**src/rtl/scan_chain_loader_pkg.sv**
```systemverilog
// Shared types and helpers for the scan chain loader.
package scan_chain_loader_pkg;

  typedef enum logic [1:0] {
    StIdle,
    StShift,
    StDone
  } state_e;

  // Counter width for a chain of n cells, never narrower than one bit.
  function automatic int unsigned cnt_width(input int unsigned n);
    return (n <= 1) ? 1 : int'($clog2(n));
  endfunction

endpackage

```
**src/rtl/scan_shreg.sv**
```systemverilog
// Parallel-load, serial-shift register shifting toward the MSB; serial_o is the MSB.
module scan_shreg #(
  parameter int unsigned Width = 8
) (
  input  logic             clk_i,
  input  logic             rst_ni,
  input  logic             load_i,
  input  logic [Width-1:0] load_data_i,
  input  logic             shift_i,
  input  logic             serial_i,
  output logic             serial_o,
  output logic [Width-1:0] data_o
);

  logic [Width-1:0] data;
  logic [Width-1:0] data_next;
  logic [Width-1:0] shifted;

  if (Width == 1) begin : g_single
    assign shifted = serial_i;
  end else begin : g_multi
    assign shifted = {data[Width-2:0], serial_i};
  end

  always_comb begin
    data_next = data;
    if (load_i) begin
      data_next = load_data_i;
    end else if (shift_i) begin
      data_next = shifted;
    end
  end

  always_ff @(posedge clk_i) begin
    if (!rst_ni) begin
      data <= '0;
    end else begin
      data <= data_next;
    end
  end

  assign serial_o = data[Width-1];
  assign data_o   = data;

endmodule

```
**src/rtl/scan_chain_loader.sv**
```systemverilog
// Shifts a parallel word MSB-first into a scan chain while capturing the
// chain's previous contents from its tail.
module scan_chain_loader
  import scan_chain_loader_pkg::*;
#(
  parameter int unsigned ChainLength = 8
) (
  input  logic                   clk_i,
  input  logic                   rst_ni,
  input  logic                   load_valid_i,
  output logic                   load_ready_o,
  input  logic [ChainLength-1:0] load_data_i,
  output logic                   scan_en_o,
  output logic                   scan_d_o,
  input  logic                   scan_q_i,
  output logic                   capture_valid_o,
  input  logic                   capture_ready_i,
  output logic [ChainLength-1:0] capture_data_o,
  output logic                   busy_o
);

  localparam int unsigned CntWidth = cnt_width(ChainLength);

  state_e                state, state_next;
  logic [CntWidth-1:0]   cnt, cnt_next;
  logic                  scan_en;
  logic                  in_idle, in_shift, accept, last;
  logic                  ser_msb;
  logic [ChainLength-1:0] ser_data_unused;
  logic                  cap_serial_unused;

  assign in_idle  = (state == StIdle);
  assign in_shift = (state == StShift);
  assign accept   = in_idle & load_valid_i;
  assign last     = (cnt == CntWidth'(ChainLength - 1));

  always_comb begin
    state_next      = state;
    cnt_next        = cnt;
    load_ready_o    = 1'b0;
    capture_valid_o = 1'b0;
    unique case (state)
      StIdle: begin
        load_ready_o = 1'b1;
        if (load_valid_i) begin
          state_next = StShift;
          cnt_next   = '0;
        end
      end
      StShift: begin
        cnt_next = cnt + 1'b1;
        if (last) begin
          state_next = StDone;
          cnt_next   = '0;
        end
      end
      StDone: begin
        capture_valid_o = 1'b1;
        if (capture_ready_i) begin
          state_next = StIdle;
        end
      end
      default: state_next = StIdle;
    endcase
  end

  always_ff @(posedge clk_i) begin
    if (!rst_ni) begin
      state   <= StIdle;
      cnt     <= '0;
      scan_en <= 1'b0;
    end else begin
      state   <= state_next;
      cnt     <= cnt_next;
      scan_en <= (state_next == StShift);
    end
  end

  // Both operands are flops, so scan_d_o is stable for the whole shift cycle.
  assign scan_en_o = scan_en;
  assign scan_d_o  = scan_en & ser_msb;
  assign busy_o    = !in_idle;

  scan_shreg #(
    .Width(ChainLength)
  ) u_load_ser (
    .clk_i      (clk_i),
    .rst_ni     (rst_ni),
    .load_i     (accept),
    .load_data_i(load_data_i),
    .shift_i    (in_shift),
    .serial_i   (1'b0),
    .serial_o   (ser_msb),
    .data_o     (ser_data_unused)
  );

  // Tail bits arrive oldest-position-first, so after N shifts bit k is position k.
  scan_shreg #(
    .Width(ChainLength)
  ) u_capture_deser (
    .clk_i      (clk_i),
    .rst_ni     (rst_ni),
    .load_i     (accept),
    .load_data_i('0),
    .shift_i    (in_shift),
    .serial_i   (scan_q_i),
    .serial_o   (cap_serial_unused),
    .data_o     (capture_data_o)
  );

endmodule

```
**config.mk**
```make
export PLATFORM = sky130hd
export DESIGN_NAME = scan_chain_loader
export DESIGN_NICKNAME = d
export VERILOG_FILES = /design/src/rtl/scan_chain_loader_pkg.sv /design/src/rtl/scan_shreg.sv /design/src/rtl/scan_chain_loader.sv
export SDC_FILE = /design/constraint.sdc
export NUM_CORES = 1
export LEC_CHECK = 0
export CORE_MARGIN = 3
export CORE_UTILIZATION = 40
export DETAILED_ROUTE_END_ITERATION = 16
export DONT_BUFFER_PORTS = 1
export HOLD_SLACK_MARGIN = 0.06
export PLACE_DENSITY_LB_ADDON = 0.25
export SYNTH_ARGS = -nofsm -noshare
export SYNTH_HDL_FRONTEND = slang
export SYNTH_HIERARCHICAL = 1
export SYNTH_SLANG_ARGS = --single-unit
export TNS_END_PERCENT = 5
```
**constraint.sdc**
```tcl
create_clock -name clk_i -period 2 [get_ports clk_i]
set_clock_uncertainty 0.15 [all_clocks]
set_input_delay 0.3 -clock clk_i [delete_from_list [all_inputs] [get_ports clk_i]]
set_output_delay 0.3 -clock clk_i [all_outputs]
set_load 0.1 [all_outputs]
```
==> impl_metrics.toml <==
[critical_path]
startpoint_type = "register"
cp_slowest_stage_delay_ns = 0.40
critPathCaptureType = "primary output"
cp_cell_sequence = "or2_4, clkinvlp_4, buf_4"
path_max_fanout = 9
cp_slowest_cell = "dfxtp_1"
arrival_ns = 1.33
criticalPathCategory = "reg -> out"
crit_required_ns = 1.55

[layout]
multiInputGateArea_um2 = 740.7
final_cells = 165
syn_to_final_growth_pct = 25.73
ff_latch_area_um2 = 440.4
diodes = 0
drive_gt1_share_pct = 29.85
design_area_mm2 = 0.001510
nFillCells = 259
nets = 150

[power]
pwr-share-seq_pct = 41.0
power_leakage_nw = 0.7930
clkPwrFrac_pct = 27.8
switching_power_uw = 389.5
power.internal_uw = 829.3
total_power_mw = 1.219
power_density_mw_per_mm2 = 807.0
sw_frac_of_total_pct = 31.96
peakVddDrop_v = 0.0006085
comb_power_share_pct = 31.2

[grt]
grt_pass1_wl_mm = 3.615
grt_max_degree = 33
antenna_found_initial = 0
overflow = 0
grt_pass1_vias = 851
grt_usage_pct = 12.77

[flow_run]
max_cap_violations = 0

[run_status]
status = "finished, final reports clean"

[place]
port_buffers = 0
place_ws_ns = 0.3232
dpl.cell_count = 151
gp_congestion = 0.6851
hpwl_mm = 1.369
dpl_cell_area_mm2 = 0.001358

[timing]
fin_crit_sh_pct = 89.19
fmax_mhz = 560.6
fin_crit_ns = 1.784
rsz0062_at_grt = "false"
slew_violations = 0
worst_pin_slew_ns = 0.8749
setup_ws_ns = 0.2162
setup_viol = 0
hold_viol = 0
max_slew_margin_pct = 41.48

[die]
start_util_pct = 42.82
rows = 19
die_x_um = 60.80
dieArea_mm2 = 0.003697
die_h_um = 60.80
coreArea_mm2 = 0.002805
pin_count = 26

[route]
via_per_inst = 4.952
vias = 817
drt_wl_total_mm = 2.061
post_drt_wl_per_cell_um = 12.49
drc_errors = 0
dr.pass1.iters = 4
drt_iter0_drc = 26
antenna_left = 0

[clock_tree]
htreeDepth = 1
path_clk_slew_ns = 0.12
tritoncts = "yes"
clkSinkCount = 22
clock_path_buffers = 2
numCtsBuffers = 3
clock_latency_ns = 0.31
post-cts-setup-buffers = 0
holdBufCountCts = 9
cts_resized = 0
root_buffer = "clkbuf_4"

[yosys]
yosys_warnings = 6
synth_area_per_cell_um2 = 11.33
syn-instance-count = 106
synth_area_mm2 = 0.001201

[min_path]
holdCritPathClass = "in -> reg"
==> cells in the final DEF, fill, tap and decap left out, types with 2 or more instances in the layout <==
cell type / n
buf_4: 12
or2b_1: 17
mux2_4: 16
nand2b_1: 3
conb_1: 9
clkbuf_4: 3
dfxtp_1: 22
o22ai_1: 2
a21oi_1: 2
ha_1: 2
nand2_1: 4
o211a_1: 16
dlygate4sd3_1: 10
or3b_1: 2
buf_12: 2
==> per-layer routing <==
metal  up-vias  share of wire (%)  global-route usage, %
li1        420                  -                      -
met1       379                 45                  14.69
met2        16                 48                  22.75
met3         2                6.1                  4.468
met4         0               0.92                  2.786
met5         -                  0                      0
==> metrics by stage <==
stage | util [%] | hold WS [ns] | TNS, ns
finish | 53.84 | 0.07820 | 0
global route | 53.84 | 0.06992 | 0
CTS | 53.48 | 0.06185 | 0
detailed placement | 48.39 | 0.2903 | 0
global placement | 48.39 | 0.2878 | 0
floorplan | - | 0.2903 | -3.711
==> final timing paths <==
path                       start                                end  slack (ns)  cells past startpoint
max          state[1]$_SDFF_PN0_                       load_ready_o        0.22                      3
min               load_data_i[7]  u_load_ser/data_o[7]$_SDFFE_PN0P_        0.08                      2
min reg2reg  cnt[2]$_SDFFE_PN0P_                cnt[2]$_SDFFE_PN0P_        0.32                      2
max reg2reg  state[1]$_SDFF_PN0_  u_load_ser/data_o[7]$_SDFFE_PN0P_        0.32                      5
==> worst max-delay path: cells and delay by family, from the launching register on <==
family                 cells  cell delay (ns)
buffers and inverters      2             0.35
flip-flops                 1             0.40
AND/OR/NAND/NOR            1             0.29
==> state kept, by name (all words and copies together) (netlist names) <==
name / count
u_capture_deser/data_o: 8
u_load_ser/data_o: 8
cnt: 3
state: 2
scan_en_o: 1
==> final cells by class <==
class	count	share of cell area, %
repair buffers	24	15.24
flip-flops and latches	22	29.16
multi-input cells	83	49.05
well taps	31	2.568
clock inverters	1	1.988
inverters	1	0.4971
clock buffers	3	1.491
==> power by group through the flow <==
stage	combinational [mW]	clock, mW	sequential, mW
after global placement	0.356	0	0.508
after global routing	0.404	0.367	0.506
after detailed placement	0.359	0	0.510
final	0.380	0.339	0.499
after CTS	0.382	0.352	0.500
after floorplan	0.214	0	0.609
Power figures use the tool's default switching activity.
